`src/rtl/spi_flash_pkg.sv`:
```
`default_nettype none
// ============================================================================
// Module      : spi_flash_pkg
// Description : Shared opcodes, state/phase encodings and sizing helpers for
//               the SPI flash boot loader.
// Revision    : 1.0 - initial release
// ============================================================================
package spi_flash_pkg;

    localparam logic [7:0] CMD_READ = 8'h03;
    localparam logic [7:0] CMD_WAKE = 8'hAB;

    localparam int WAKE_BITS     = 8;
    localparam int READ_HDR_BITS = 32;
    localparam int WORD_BITS     = 16;

    // Sequencer states
    localparam logic [2:0] ST_WAKE_CMD  = 3'd0;
    localparam logic [2:0] ST_WAKE_GAP  = 3'd1;
    localparam logic [2:0] ST_READ_CMD  = 3'd2;
    localparam logic [2:0] ST_READ_DATA = 3'd3;
    localparam logic [2:0] ST_DONE      = 3'd4;

    // Bit engine phases
    localparam logic [1:0] PH_IDLE = 2'd0;
    localparam logic [1:0] PH_LOW  = 2'd1;
    localparam logic [1:0] PH_HIGH = 2'd2;
    localparam logic [1:0] PH_TAIL = 2'd3;

    // The read header and all data words go out as one unbroken burst.
    function automatic int read_bits(input int rom_size);
        return READ_HDR_BITS + WORD_BITS * rom_size;
    endfunction

    function automatic int addr_width(input int rom_size);
        return (rom_size > 1) ? $clog2(rom_size) : 1;
    endfunction

endpackage
`default_nettype wire

```
`src/rtl/spi_bit_engine.sv`:
```
`default_nettype none
// ============================================================================
// Module      : spi_bit_engine
// Description : SPI mode-0 SCK divider with MSB-first shifter and sampler.
// Revision    : 1.0 - initial release
// ============================================================================
module spi_bit_engine
    import spi_flash_pkg::*;
#(
    parameter int CLK_DIV = 1,
    parameter int CNT_W   = 8
) (
    input  logic             clk,
    input  logic             rst_n,
    input  logic             start,
    input  logic [CNT_W-1:0] nbits,
    input  logic [31:0]      tx_data,
    input  logic             spi_miso,
    output logic             spi_sclk,
    output logic             spi_mosi,
    output logic             busy,
    output logic             bit_done,
    output logic             rx_bit,
    output logic             xfer_done
);

    localparam int              DIV_W      = $clog2(CLK_DIV + 1);
    localparam logic [DIV_W-1:0] C_DIV_LAST = DIV_W'(CLK_DIV - 1);

    logic [1:0]       r_phase;
    logic [DIV_W-1:0] r_div;
    logic [CNT_W-1:0] r_bits_left;
    logic [30:0]      r_shreg;
    logic             w_div_end;

    assign w_div_end = (r_div == C_DIV_LAST);
    assign busy      = (r_phase != PH_IDLE);

    always_ff @(posedge clk or negedge rst_n) begin
        if (!rst_n) begin
            r_phase     <= PH_IDLE;
            r_div       <= '0;
            r_bits_left <= '0;
            r_shreg     <= '0;
            spi_sclk    <= 1'b0;
            spi_mosi    <= 1'b0;
            bit_done    <= 1'b0;
            rx_bit      <= 1'b0;
            xfer_done   <= 1'b0;
        end else begin
            bit_done  <= 1'b0;
            xfer_done <= 1'b0;
            case (r_phase)
                PH_IDLE: begin
                    if (start) begin
                        r_shreg     <= tx_data[30:0];
                        spi_mosi    <= tx_data[31];
                        r_bits_left <= nbits;
                        r_div       <= '0;
                        r_phase     <= PH_LOW;
                    end
                end
                PH_LOW: begin
                    if (w_div_end) begin
                        spi_sclk <= 1'b1;
                        rx_bit   <= spi_miso;
                        bit_done <= 1'b1;
                        r_div    <= '0;
                        r_phase  <= PH_HIGH;
                    end else begin
                        r_div <= r_div + 1'b1;
                    end
                end
                PH_HIGH: begin
                    if (w_div_end) begin
                        spi_sclk <= 1'b0;
                        r_div    <= '0;
                        if (r_bits_left == CNT_W'(1)) begin
                            spi_mosi <= 1'b0;
                            r_phase  <= PH_TAIL;
                        end else begin
                            // Next bit is presented on the same edge SCK falls.
                            spi_mosi    <= r_shreg[30];
                            r_shreg     <= {r_shreg[29:0], 1'b0};
                            r_bits_left <= r_bits_left - 1'b1;
                            r_phase     <= PH_LOW;
                        end
                    end else begin
                        r_div <= r_div + 1'b1;
                    end
                end
                PH_TAIL: begin
                    // Hold SCK low a full half-period so CS can rise cleanly.
                    if (w_div_end) begin
                        xfer_done <= 1'b1;
                        r_div     <= '0;
                        r_phase   <= PH_IDLE;
                    end else begin
                        r_div <= r_div + 1'b1;
                    end
                end
                default: r_phase <= PH_IDLE;
            endcase
        end
    end

endmodule
`default_nettype wire

```
`src/rtl/spi_flash_reader.sv`:
```
`default_nettype none
// ============================================================================
// Module      : spi_flash_reader
// Description : Wakes an SPI flash and streams ROM_SIZE 16-bit words out of it.
// Revision    : 1.0 - initial release
// ============================================================================
module spi_flash_reader
    import spi_flash_pkg::*;
#(
    parameter int          ROM_SIZE     = 8,
    parameter logic [23:0] FLASH_OFFSET = 24'h100000,
    parameter int          CLK_DIV      = 1,
    parameter int          WAKE_CYCLES  = 64
) (
    input  logic                              clk,
    input  logic                              rst_n,
    output logic                              spi_cs,
    output logic                              spi_sclk,
    output logic                              spi_mosi,
    input  logic                              spi_miso,
    output logic                              wr_en,
    output logic [addr_width(ROM_SIZE)-1:0]   wr_addr,
    output logic [15:0]                       wr_data,
    output logic                              done
);

    localparam int ADDR_W = addr_width(ROM_SIZE);
    localparam int WCNT_W = $clog2(ROM_SIZE) + 1;
    localparam int CNT_W  = $clog2(read_bits(ROM_SIZE) + 1);
    localparam int GAP_W  = $clog2(WAKE_CYCLES + 1);

    localparam logic [CNT_W-1:0]  C_WAKE_BITS = CNT_W'(WAKE_BITS);
    localparam logic [CNT_W-1:0]  C_READ_BITS = CNT_W'(read_bits(ROM_SIZE));
    localparam logic [GAP_W-1:0]  C_GAP_LAST  = GAP_W'(WAKE_CYCLES - 1);
    localparam logic [WCNT_W-1:0] C_WORDS     = WCNT_W'(ROM_SIZE);

    logic [1:0]        r_rst_sync;
    logic              w_run;
    logic [2:0]        r_state;
    logic              r_armed;
    logic              r_start;
    logic [CNT_W-1:0]  r_nbits;
    logic [31:0]       r_tx_data;
    logic [GAP_W-1:0]  r_gap_cnt;
    logic [4:0]        r_bit_cnt;
    logic [14:0]       r_shift;
    logic [WCNT_W-1:0] r_word_cnt;

    logic w_busy;
    logic w_bit_done;
    logic w_rx_bit;
    logic w_xfer_done;

    // Reset asserts asynchronously but the sequencer only runs once the
    // release has passed through two flops.
    always_ff @(posedge clk or negedge rst_n) begin
        if (!rst_n) begin
            r_rst_sync <= 2'b00;
        end else begin
            r_rst_sync <= {r_rst_sync[0], 1'b1};
        end
    end

    assign w_run = r_rst_sync[1];

    spi_bit_engine #(
        .CLK_DIV (CLK_DIV),
        .CNT_W   (CNT_W)
    ) u_engine (
        .clk       (clk),
        .rst_n     (rst_n),
        .start     (r_start),
        .nbits     (r_nbits),
        .tx_data   (r_tx_data),
        .spi_miso  (spi_miso),
        .spi_sclk  (spi_sclk),
        .spi_mosi  (spi_mosi),
        .busy      (w_busy),
        .bit_done  (w_bit_done),
        .rx_bit    (w_rx_bit),
        .xfer_done (w_xfer_done)
    );

    always_ff @(posedge clk or negedge rst_n) begin
        if (!rst_n) begin
            r_state    <= ST_WAKE_CMD;
            r_armed    <= 1'b0;
            r_start    <= 1'b0;
            r_nbits    <= '0;
            r_tx_data  <= '0;
            r_gap_cnt  <= '0;
            r_bit_cnt  <= '0;
            r_shift    <= '0;
            r_word_cnt <= '0;
            spi_cs     <= 1'b1;
            wr_en      <= 1'b0;
            wr_addr    <= '0;
            wr_data    <= '0;
            done       <= 1'b0;
        end else if (w_run) begin
            r_start <= 1'b0;
            wr_en   <= 1'b0;
            if (wr_en && (r_word_cnt == C_WORDS)) begin
                done <= 1'b1;
            end
            case (r_state)
                ST_WAKE_CMD: begin
                    if (!r_armed) begin
                        if (!w_busy) begin
                            spi_cs    <= 1'b0;
                            r_start   <= 1'b1;
                            r_nbits   <= C_WAKE_BITS;
                            r_tx_data <= {CMD_WAKE, 24'h000000};
                            r_armed   <= 1'b1;
                        end
                    end else if (w_xfer_done) begin
                        spi_cs    <= 1'b1;
                        r_armed   <= 1'b0;
                        r_gap_cnt <= '0;
                        r_state   <= ST_WAKE_GAP;
                    end
                end
                ST_WAKE_GAP: begin
                    // CS drops on the gap's last edge so it is high exactly WAKE_CYCLES.
                    if (r_gap_cnt == C_GAP_LAST) begin
                        spi_cs    <= 1'b0;
                        r_start   <= 1'b1;
                        r_nbits   <= C_READ_BITS;
                        r_tx_data <= {CMD_READ, FLASH_OFFSET};
                        r_bit_cnt <= '0;
                        r_state   <= ST_READ_CMD;
                    end else begin
                        r_gap_cnt <= r_gap_cnt + 1'b1;
                    end
                end
                ST_READ_CMD: begin
                    if (w_bit_done) begin
                        if (r_bit_cnt == 5'd31) begin
                            r_bit_cnt <= '0;
                            r_state   <= ST_READ_DATA;
                        end else begin
                            r_bit_cnt <= r_bit_cnt + 1'b1;
                        end
                    end
                end
                ST_READ_DATA: begin
                    if (w_bit_done) begin
                        r_shift   <= {r_shift[13:0], w_rx_bit};
                        r_bit_cnt <= {1'b0, r_bit_cnt[3:0] + 4'd1};
                        if (r_bit_cnt[3:0] == 4'd15) begin
                            wr_en      <= 1'b1;
                            wr_data    <= {r_shift, w_rx_bit};
                            wr_addr    <= r_word_cnt[ADDR_W-1:0];
                            r_word_cnt <= r_word_cnt + 1'b1;
                        end
                    end
                    if (w_xfer_done) begin
                        spi_cs  <= 1'b1;
                        r_state <= ST_DONE;
                    end
                end
                ST_DONE: begin
                    spi_cs <= 1'b1;
                end
                default: r_state <= ST_DONE;
            endcase
        end
    end

endmodule
`default_nettype wire

```
`config.mk`:
```
export PLATFORM = sky130hd
export DESIGN_NAME = spi_flash_reader
export DESIGN_NICKNAME = d
export VERILOG_FILES = /design/src/rtl/spi_flash_pkg.sv /design/src/rtl/spi_bit_engine.sv /design/src/rtl/spi_flash_reader.sv
export SDC_FILE = /design/constraint.sdc
export NUM_CORES = 1
export LEC_CHECK = 0
export ABC_AREA = 1
export CAP_MARGIN = 20
export CORE_ASPECT_RATIO = 0.9
export CORE_MARGIN = 4
export CORE_UTILIZATION = 27
export CTS_CLUSTER_SIZE = 8
export DETAILED_ROUTE_END_ITERATION = 8
export PLACE_DENSITY = 0.44
export SYNTH_ARGS = -nofsm -noshare
export SYNTH_HDL_FRONTEND = slang
export SYNTH_SLANG_ARGS = --single-unit
export TNS_END_PERCENT = 20
```
`constraint.sdc`:
```
create_clock -name clk -period 1.7 [get_ports clk]
set_input_delay 0.34 -clock clk [delete_from_list [all_inputs] [get_ports clk]]
set_output_delay 0.34 -clock clk [all_outputs]
set_load 0.05 [all_outputs]
```
Word-level counts from Yosys, hierarchy flattened
Cells that the tools add are included.

word-level totals
  register bits = 147
  input bits = 3
  output and inout port bits = 24
  logic and storage cells = 149

cells by class
  add/subtract/negate cells = 6
  eq/ne operators = 28
  mux-type cells = 65
  bitwise logic cells = 2
  reductions and logical operators = 24

operators by type and width
  kind                 number
  $mux 32              3
  $mux 31              3
  $pmux 32 s2          1
  $pmux 31 s2          1
  $mux 8               6
  $pmux 8 s2           2
  $mux 1               22
  $ne 2x2->1 const B   11
  $mux 7               3
  $mux 5               4
  $mux 3               6
  $reduce_and 4->1     4
  $pmux 3 s5           1
  $pmux 5 s3           1
  $reduce_and 5->1     3
  $pmux 7 s2           1
  $mux 2               5
  $reduce_and 3->1     3
  $add 4x1->4 const B  2
  $eq 4x4->1 const B   2
  $eq 8x1->1 const B   1
  $ne 2x1->1 const B   4
  $pmux 1 s2           4
  $pmux 2 s4           1
  23 further kinds     31

Longest topological paths before layout
Gate-level depths: netlist of run 1.

  word-level depth = 4
  depth in mapped cells = 11
  mapped depth without buffers = 11

By module
Synthesis of run 1 repeated with hierarchy kept, for this count alone.

unflattened totals
  cell total of the unflattened synthesis = 581
  area, all modules = 5247.5 um^2

by module, submodules not included
  module            times used  cells each  area each (um^2)  seq. area each (um^2)
  spi_flash_reader  1           324         2907.8            1577.8
  spi_bit_engine    1           257         2339.7            1151.1

Least setup slack after synthesis of run 1
No wires, ideal clock.

  path kind = register to register
  start = register u_engine.r_phase[0]
  end = register u_engine.r_bits_left[5]
  data arrival time = 1.460 ns
  data required time = 1.573 ns
  slack = 0.113 ns
  cell stages (with the launch flop) = 12
  buffers on the path = 1
  clock period less this slack = 1.587 ns
  path through = dfrtp_1 > inv_1 > ha_1 > inv_1 > nor2_2 > inv_1 > o21ai_0 > inv_1 > nand2_4 > buf_6 > nand2_1 > nand3_1

on the way
  longest elaborated chain between the ends = 3
  elaborated cells between the ends (all ways) = 8

RTL lines
  element                                                                  RTL line              RTL
  start: declaration                                                       spi_bit_engine.sv:30  logic [1:0] r_phase;
  start signal: assignment                                                 spi_bit_engine.sv:41  r_phase <= PH_IDLE;
  start signal: assignment                                                 spi_bit_engine.sv:60  r_phase <= PH_LOW;
  start signal: assignment                                                 spi_bit_engine.sv:69  r_phase <= PH_HIGH;
  $eq 2x2->1 / $logic_not 2->1 (equally long branches)                     spi_bit_engine.sv:53  case (r_phase)
  $ne 2x2->1 (no source line) / $reduce_bool 2->1 (equally long branches)  --
  $reduce_and 4->1 (no source line)                                        --
  end signal: assignment                                                   spi_bit_engine.sv:58  r_bits_left <= nbits;
  end signal: assignment                                                   spi_bit_engine.sv:85  r_bits_left <= r_bits_left - 1'b1;
  end: declaration                                                         spi_bit_engine.sv:32  logic [CNT_W-1:0] r_bits_left;

Several ways; a longest one is shown, not always the timed one.
A chain may end at the register's enable or synchronous reset.

Worst setup path after layout of run 1
  start = register r_bit_cnt[1]
  end = register wr_data[14]

on the way
  longest elaborated chain between the ends = 2

RTL lines
  element                            RTL line                 RTL
  start: declaration                 spi_flash_reader.sv:45   logic [4:0] r_bit_cnt;
  start signal: assignment           spi_flash_reader.sv:142  r_bit_cnt <= r_bit_cnt + 1'b1;
  start signal: assignment           spi_flash_reader.sv:149  r_bit_cnt <= {1'b0, r_bit_cnt[3:0] + 4'd1};
  $eq 4x4->1                         spi_flash_reader.sv:150  if (r_bit_cnt[3:0] == 4'd15) begin
  $reduce_and 4->1 (no source line)  --
  end signal: assignment             spi_flash_reader.sv:152  wr_data <= {r_shift, w_rx_bit};
  end: declaration                   spi_flash_reader.sv:23   output logic [15:0] wr_data,

Every way passes these cells.

==> flow_results.xml, run 1 <==
<?xml version="1.0" encoding="UTF-8"?>
<metrics>
  <group name="run_status">
    <metric name="outcome" unit="">finished clean</metric>
  </group>
  <group name="pwr">
    <metric name="switchingPower" unit="mW">2.91</metric>
    <metric name="power.density_cell_area" unit="nW/um^2">1500</metric>
    <metric name="clk_pwr_share" unit="">0.262</metric>
    <metric name="power.share.sequential" unit="">0.372</metric>
    <metric name="p_total" unit="mW">7.70</metric>
    <metric name="power.share.combinational" unit="">0.366</metric>
    <metric name="power.switching_fraction" unit="">0.378</metric>
    <metric name="cellLeakagePower" unit="nW">2.53</metric>
    <metric name="ir_worst_vdd" unit="V">0.000725</metric>
    <metric name="internal-power" unit="mW">4.78</metric>
  </group>
  <group name="drt">
    <metric name="first_pass_iters" unit="">4</metric>
    <metric name="antenna_violating_nets_post_route" unit="">0</metric>
    <metric name="drcViolationCount" unit="">0</metric>
    <metric name="wl_per_cell" unit="um">11.9</metric>
    <metric name="drt-vias-per-instance" unit="">4.28</metric>
    <metric name="vias" unit="">3190</metric>
    <metric name="number_of_drc_markers_after_the_initial_detailed_route_iteration" unit="">209</metric>
    <metric name="route.final.wire_length" unit="um">8840</metric>
  </group>
  <group name="sta">
    <metric name="worst_clock_skew" unit="ns">0.00742</metric>
    <metric name="rsz0062_at_grt" unit="">true</metric>
    <metric name="post-route-period-util" unit="">0.950</metric>
    <metric name="final.setup.tns" unit="ns">0</metric>
    <metric name="fin_worst_hold_slack" unit="ns">0.349</metric>
    <metric name="finalCriticalPeriod" unit="ns">1.61</metric>
    <metric name="timing.fmax" unit="MHz">619</metric>
    <metric name="final-max-slew-violation-count" unit="">0</metric>
    <metric name="timing.final.setup_violations" unit="">0</metric>
    <metric name="timing_hold_violations_final" unit="">0</metric>
  </group>
  <group name="worst_hold_path">
    <metric name="timing.hold.worst.class" unit="">reg -&gt; reg</metric>
    <metric name="min-delay-start" unit="">r_rst_sync[0]</metric>
    <metric name="hold-path-endpoint" unit="">r_rst_sync[1]</metric>
    <metric name="holdPathStages" unit="">0</metric>
  </group>
  <group name="clock_tree">
    <metric name="tritoncts_num_sinks" unit="">89</metric>
    <metric name="htree_levels" unit="">3</metric>
    <metric name="clock_path_buffers" unit="">2</metric>
    <metric name="clk_root_buffer_cell" unit="">clkbuf_16</metric>
    <metric name="worst_skew_pair.late_latency" unit="ns">0.34</metric>
    <metric name="cts_tree" unit="">built</metric>
    <metric name="cts.clk_slew.worst_paths" unit="ns">0.07</metric>
    <metric name="cts-buffers-inserted" unit="">9</metric>
  </group>
  <group name="global_routing">
    <metric name="via_count_of_the_first_global_routing_pass" unit="">3165</metric>
    <metric name="track_usage" unit="">0.108</metric>
    <metric name="grt_max_degree" unit="">41</metric>
    <metric name="global_route.overflow_total" unit="">0</metric>
    <metric name="antenna_violations_before_repair" unit="">0</metric>
    <metric name="first_pass_grt_wire_length" unit="um">15400</metric>
  </group>
  <group name="placed_design">
    <metric name="io_buffer_count" unit="">26</metric>
    <metric name="place.detailed.instances" unit="">722</metric>
    <metric name="dp_hpwl" unit="um">6100</metric>
    <metric name="place.gp.congestion" unit="">0.770</metric>
    <metric name="postPlaceCellArea" unit="sq um">4700</metric>
  </group>
  <group name="floorplanning">
    <metric name="die-height" unit="um">125</metric>
    <metric name="design.die.area" unit="sq um">17300</metric>
    <metric name="initial_utilization" unit="">0.278</metric>
    <metric name="die_w" unit="um">138</metric>
    <metric name="floorplan.rows" unit="">42</metric>
    <metric name="floorplan.core_area" unit="sq um">14800</metric>
    <metric name="floorplan.io_pins" unit="">27</metric>
  </group>
  <group name="synthesis">
    <metric name="postSynthCellCount" unit="">488</metric>
    <metric name="ys_ff_latch" unit="">89</metric>
    <metric name="post_synth.cell_area_avg" unit="sq um">8.45</metric>
    <metric name="synth_area_leaders" unit="">dfrtp_1 53%, nand2_1 16%, o21ai_0 5.7%, inv_1 4.6%, nand3_1 3.4%</metric>
    <metric name="synth_cell_type_count" unit="">33</metric>
    <metric name="synth_fp_nets" unit="">502</metric>
    <metric name="synth.top_cell.area_share" unit="">0.534</metric>
    <metric name="netlist_area" unit="sq um">4120</metric>
    <metric name="ys_seq_area_frac" unit="">0.540</metric>
    <metric name="synth_warnings" unit="">0</metric>
    <metric name="synth.largest_area_cell" unit="">dfrtp_1</metric>
  </group>
  <group name="cells_and_area">
    <metric name="drive_above_1_share" unit="">0.179</metric>
    <metric name="antennaDiodeCount" unit="">0</metric>
    <metric name="fill_cells" unit="">1561</metric>
    <metric name="layout-area-overhead-vs-synth" unit="%">24.1</metric>
    <metric name="final_cell_count_no_fill" unit="">746</metric>
    <metric name="finish.net_count" unit="">557</metric>
    <metric name="post-route-cell-area" unit="sq um">5120</metric>
  </group>
  <group name="critical_path">
    <metric name="cp_data_arrival_time" unit="ns">1.83</metric>
    <metric name="setup.worst_path.start" unit="">r_bit_cnt[1]</metric>
    <metric name="critical_path_peak_fanout" unit="">9</metric>
    <metric name="timing.setup.critical_path_class" unit="">reg -&gt; reg</metric>
    <metric name="worst_r2r_dst" unit="">wr_data[14]</metric>
    <metric name="setup.worst_path.start_class" unit="">register</metric>
    <metric name="r2r.worst_path.cells" unit="">9</metric>
    <metric name="timing.critical_path.to_type" unit="">register</metric>
    <metric name="critical_path_required" unit="ns">1.92</metric>
    <metric name="critical_path.reg2reg.startpoint" unit="">r_bit_cnt[1]</metric>
    <metric name="regToRegSetupSlack" unit="ns">0.09</metric>
  </group>
  <group name="run">
    <metric name="drv_cap" unit="">0</metric>
  </group>
</metrics>
worst max-delay path by stage:
stage / to / slack, ns
finish: wr_data[14] / 0.09
global route: r_bit_cnt[2] / -0.03
CTS: r_state[1] / 0.02
detailed placement: r_state[0] / -0.08
global placement: r_state[0] / 0.08
floorplan: u_engine.r_bits_left[5] / 0.11
sequential cells by signal (all words and copies together) (netlist names), 2 cells and up:
name / cells
u_engine.r_phase: 2
r_gap_cnt: 7
u_engine.r_shreg: 11
r_rst_sync: 2
r_state: 3
u_engine.r_bits_left: 8
wr_addr: 3
r_nbits: 2
r_bit_cnt: 5
wr_data: 16
r_shift: 15
r_word_cnt: 4
power by group through the flow:
stage          Clock, mW  Combinational (mW)  Sequential, mW
4_1_cts             2.09                2.62            2.87
3_5_place_dp           0                2.60            2.90
3_3_place_gp           0                2.59            2.90
2_1_floorplan          0                1.82            2.92
5_1_grt             2.18                3.24            2.92
6_report            2.01                2.82            2.86
cells in the mapped netlist:
library cell,n
nor2_8,1
o21bai_1,1
nand2_1,171
or2_2,3
nand3b_1,2
a21oi_4,1
conb_1,1
a21oi_1,7
nand4_1,3
nor3_1,2
nand2_4,1
a31oi_1,1
o21ai_2,2
dfrtp_1,88
inv_1,50
xnor2_1,1
buf_2,5
buf_6,4
nand2_2,3
buf_4,2
ha_1,11
nor2_4,1
nand3_1,28
nor2_1,27
inv_2,2
o21ai_1,11
xor2_1,4
a41o_1,1
o21ai_0,47
nor3_2,2
dfstp_2,1
clkbuf_1,2
nor2_2,2
worst max-delay path, stage by stage, from the launching register on:
cell and delay [ns]:
dfrtp_1 0.39, ha_2 0.20, nand2_2 0.08, nor2_4 0.13, buf_4 0.11, buf_4 0.10, nand2_2 0.15, buf_4 0.21
nand2_1 0.05, o21ai_0 0.07
layout by cell type (no fill, tap or decap), drive strengths merged:
cell	count
o21ai	60
o21bai	1
ha	11
conb	1
dfrtp	88
clkdlybuf4s50	1
xor2	4
nand3	28
clkbuf	12
dfstp	1
buf	54
clkinv	1
xnor2	1
a21oi	8
dlygate4sd3	1
nand3b	2
nand2	176
nand4	3
nor3	4
a31oi	1
or2	3
nor2	31
clkinvlp	1
inv	53
bufinv	1
a41o	1
what timing repair did:
item                                    4_1_cts  5_1_grt
setup buffers                                 0        6
hold buffers                                  1        0
endpoints found under the hold margin        25        0
gates cloned                                  0        1
resized for setup                             2       13
endpoints found under the setup margin        3       32
pin swaps                                     0        4
cell type report:
cell class / count / area (sq um) / area share
Inverter: 52 / 195 / 0.0382
Multi-Input combinational cell: 335 / 1670 / 0.327
Sequential cell: 89 / 2230 / 0.436
Tap cell: 198 / 248 / 0.0484
Timing Repair Buffer: 56 / 475 / 0.0929
Clock inverter: 4 / 51.3 / 0.0100
Clock buffer: 12 / 246 / 0.0482
kinds of logic after synthesis:
logic type	after synthesis	share of synthesized area
fa+ha+maj	11	0.0334
buf+inv	65	0.0698
compound gates	71	0.0928
flops	89	0.540
simple gates	246	0.252
other cells	1	0.000909
xor+xnor	5	0.0106
layer usage:
layer,GRT usage,vias to the layer above,part of all wire
li1,-,1654,-
met1,0.149,1490,0.52
met2,0.156,32,0.44
met3,0.0221,14,0.024
met4,0.0604,0,0.023
met5,0,-,0
metrics by stage:
stage / util / setup WS [ns]
global placement: 0.317 / 0.0842
floorplan: - / 0.113
global route: 0.345 / -0.0298
detailed placement: 0.317 / -0.0827
finish: 0.345 / 0.0856
CTS: 0.338 / 0.0192
Power figures use the tool's default switching activity.
==> run 2: changes to the inputs <==
--- a/config.mk
+++ b/config.mk
@@ -8,11 +8,9 @@
 export ABC_AREA = 1
 export CAP_MARGIN = 20
 export CORE_ASPECT_RATIO = 0.9
-export CORE_MARGIN = 4
 export CORE_UTILIZATION = 27
 export CTS_CLUSTER_SIZE = 8
 export DETAILED_ROUTE_END_ITERATION = 8
-export PLACE_DENSITY = 0.44
 export SYNTH_ARGS = -nofsm -noshare
 export SYNTH_HDL_FRONTEND = slang
 export SYNTH_SLANG_ARGS = --single-unit
==> run 2 against run 1 <==
Compared with the run above: via count is 2.0% higher; sequential share of layout area hardly changed; flip-flop and latch count stayed put; critical endpoint is now r_state[0]; setup slack better by 0.022 ns; non-clock buffer count is 3 lower; count of clock-buffer cells in the layout is 1 lower; clock power is 12% higher; hold slack better by 0.0049 ns; largest power group unchanged; clock skew hardly changed; sequential power is 1% higher.
==> flow_results.xml, run 2 (synthesized netlist as in run 1, its figures left out) <==
<?xml version="1.0" encoding="UTF-8"?>
<metrics>
  <group name="clock_tree">
    <metric name="clk_root_buffer_cell" unit="">clkbuf_16</metric>
    <metric name="clock_path_buffers" unit="">2</metric>
    <metric name="cts.clk_slew.worst_paths" unit="ns">0.06</metric>
    <metric name="tritoncts_num_sinks" unit="">89</metric>
    <metric name="htree_levels" unit="">3</metric>
    <metric name="cts-buffers-inserted" unit="">9</metric>
    <metric name="worst_skew_pair.late_latency" unit="ns">0.35</metric>
    <metric name="cts_tree" unit="">built</metric>
  </group>
  <group name="cells_and_area">
    <metric name="layout-area-overhead-vs-synth" unit="%">24.2</metric>
    <metric name="largest_reg_flops" unit="">16</metric>
    <metric name="drive_above_1_share" unit="">0.175</metric>
    <metric name="biggest_registers_after_layout" unit="">wr_data (16), r_shift (15), u_engine.r_shreg (11)</metric>
    <metric name="top_register" unit="">wr_data</metric>
    <metric name="antennaDiodeCount" unit="">0</metric>
    <metric name="share_of_the_core_filled_with_cells_in_the_final_layout" unit="">0.345</metric>
    <metric name="mostFrequentLayoutCell" unit="">nand2_1</metric>
    <metric name="final_cell_mix" unit="">167 x nand2_1, 87 x dfrtp_1, 49 x inv_1, 47 x o21ai_0, 47 x buf_4</metric>
    <metric name="finish.net_count" unit="">553</metric>
    <metric name="post-route-cell-area" unit="sq um">5120</metric>
  </group>
  <group name="critical_path">
    <metric name="critical-path-slowest-cell" unit="">dfrtp_1</metric>
    <metric name="critPathMostFrequentCell" unit="">nand2_1</metric>
    <metric name="cpPeakStageDelay" unit="ns">0.37</metric>
    <metric name="critical_path_required" unit="ns">1.94</metric>
    <metric name="timing.setup.critical_path_class" unit="">reg -&gt; reg</metric>
    <metric name="critical_path_peak_fanout" unit="">7</metric>
    <metric name="cp_data_arrival_time" unit="ns">1.83</metric>
    <metric name="timing.critical_path.to_type" unit="">register</metric>
    <metric name="timing.critical_path.cells" unit="">ha_1 -&gt; nand2_1 -&gt; nor2_4 -&gt; nand2_2 -&gt; a21oi_4 -&gt; buf_4 -&gt; nand2_1 -&gt; nand2_1 -&gt; nand2_1</metric>
    <metric name="cp_num_buf_inv" unit="">1</metric>
    <metric name="worst_path_dominant_cell_family" unit="">simple AND/OR/NAND/NOR gates</metric>
    <metric name="setup.worst_path.start_class" unit="">register</metric>
  </group>
  <group name="sta">
    <metric name="final-max-slew-violation-count" unit="">0</metric>
    <metric name="timing.final.setup_violations" unit="">0</metric>
    <metric name="post-route-period-util" unit="">0.936</metric>
    <metric name="finalCriticalPeriod" unit="ns">1.59</metric>
    <metric name="rsz0062_at_grt" unit="">true</metric>
    <metric name="worst_clock_skew" unit="ns">0.00744</metric>
    <metric name="timing.fmax" unit="MHz">628</metric>
    <metric name="timing_hold_violations_final" unit="">0</metric>
  </group>
  <group name="drt">
    <metric name="drcViolationCount" unit="">0</metric>
    <metric name="antenna_violating_nets_post_route" unit="">0</metric>
    <metric name="drt-vias-per-instance" unit="">4.38</metric>
    <metric name="number_of_drc_markers_after_the_initial_detailed_route_iteration" unit="">185</metric>
    <metric name="route.final.wire_length" unit="um">8310</metric>
    <metric name="wl_per_cell" unit="um">11.2</metric>
    <metric name="vias" unit="">3253</metric>
    <metric name="first_pass_iters" unit="">5</metric>
  </group>
  <group name="global_routing">
    <metric name="first_pass_grt_wire_length" unit="um">14200</metric>
    <metric name="grtUsageMet2" unit="">0.175</metric>
    <metric name="grt_use_met3" unit="">0.0315</metric>
    <metric name="global_route.overflow_total" unit="">0</metric>
    <metric name="antenna_violations_before_repair" unit="">0</metric>
    <metric name="globalRouteMet1Util" unit="">0.141</metric>
    <metric name="via_count_of_the_first_global_routing_pass" unit="">3118</metric>
    <metric name="track_usage" unit="">0.113</metric>
    <metric name="global_route.peak_usage_layer" unit="">met2</metric>
    <metric name="grt_max_degree" unit="">43</metric>
  </group>
  <group name="placed_design">
    <metric name="io_buffer_count" unit="">26</metric>
    <metric name="postPlaceCellArea" unit="sq um">4690</metric>
    <metric name="dp_hpwl" unit="um">5720</metric>
    <metric name="place.gp.congestion" unit="">0.793</metric>
  </group>
  <group name="pwr">
    <metric name="cellLeakagePower" unit="nW">2.53</metric>
    <metric name="power.density_cell_area" unit="nW/um^2">1530</metric>
    <metric name="ir_worst_vdd" unit="V">0.000616</metric>
  </group>
  <group name="floorplanning">
    <metric name="die-height" unit="um">119</metric>
    <metric name="floorplan.io_pins" unit="">27</metric>
    <metric name="die_w" unit="um">132</metric>
    <metric name="design.die.area" unit="sq um">15800</metric>
    <metric name="floorplan.rows" unit="">42</metric>
    <metric name="initial_utilization" unit="">0.278</metric>
    <metric name="floorplan.core_area" unit="sq um">14800</metric>
  </group>
  <group name="worst_hold_path">
    <metric name="timing.hold.worst.class" unit="">reg -&gt; reg</metric>
  </group>
  <group name="run_status">
    <metric name="outcome" unit="">finished clean</metric>
  </group>
  <group name="run">
    <metric name="drv_cap" unit="">0</metric>
  </group>
</metrics>
-- run 2: what timing repair did --
action,in CTS,in global routing
endpoints found under the setup margin,0,37
setup buffers,0,4
gates resized for setup,0,15
hold buffers,1,0
hold endpoints to repair,28,0
-- run 2: worst reg2reg max path, cell delays in order (launching register included) --
cell	delay, ns
dfrtp_1	0.37
ha_1	0.17
nand2_1	0.11
nor2_4	0.12
nand2_2	0.10
a21oi_4	0.29
buf_4	0.16
nand2_1	0.06
nand2_1	0.06
nand2_1	0.05
-- run 2: metrics by stage --
stage | std cells | setup TNS, ns | setup slack [ns] | total power [mW] | hold slack [ns]
2_1_floorplan | 488 | 0 | 0.113 | 4.73 | 0.0444
3_3_place_gp | 721 | 0 | 0.0766 | 5.39 | 0.334
3_5_place_dp | 721 | 0 | 0.0416 | 5.47 | 0.338
4_1_cts | 738 | 0 | 0.0347 | 7.76 | 0.357
5_1_grt | 742 | -0.0877 | -0.0348 | 8.38 | 0.360
6_report | 742 | 0 | 0.108 | 7.84 | 0.354
-- run 2: power breakdown --
group | switching (mW) | internal (mW) | leakage (nW)
combinational | 1.67 | 1.02 | 1.18
sequential | 0.358 | 2.54 | 1.19
clock | 0.814 | 1.44 | 0.164
total | 2.84 | 5.00 | 2.53
-- run 2: worst paths after layout --
kind | startpoint | to | slack (ns) | depth (start not counted)
worst min-delay path | r_rst_sync[0] | r_rst_sync[1] | 0.35 | 0
max in group asynchronous | rst_n | u_engine.r_shreg[23] | 0.65 | 3
worst min register to register | r_rst_sync[0] | r_rst_sync[1] | 0.35 | 0
worst max-delay path | r_gap_cnt[1] | r_state[0] | 0.11 | 9
worst max register to register | r_gap_cnt[1] | r_state[0] | 0.11 | 9
min in group asynchronous | rst_n | u_engine.r_shreg[28] | 0.51 | 2
-- run 2: cell type report --
type                            count  area [sq um]
Clock buffer                       11           233
Clock inverter                      5           104
Fill cell                        1552          9700
Inverter                           52           195
Multi-Input combinational cell    334          1660
Sequential cell                    89          2230
Tap cell                          198           248
Timing Repair Buffer               53           453
-- run 2: routing by layer --
layer	wire length (um)	up-vias	share of wire
met4	234	0	0.028
met5	0	-	0
li1	-	1641	-
met3	239	17	0.029
met2	3820	41	0.46
met1	4020	1554	0.48
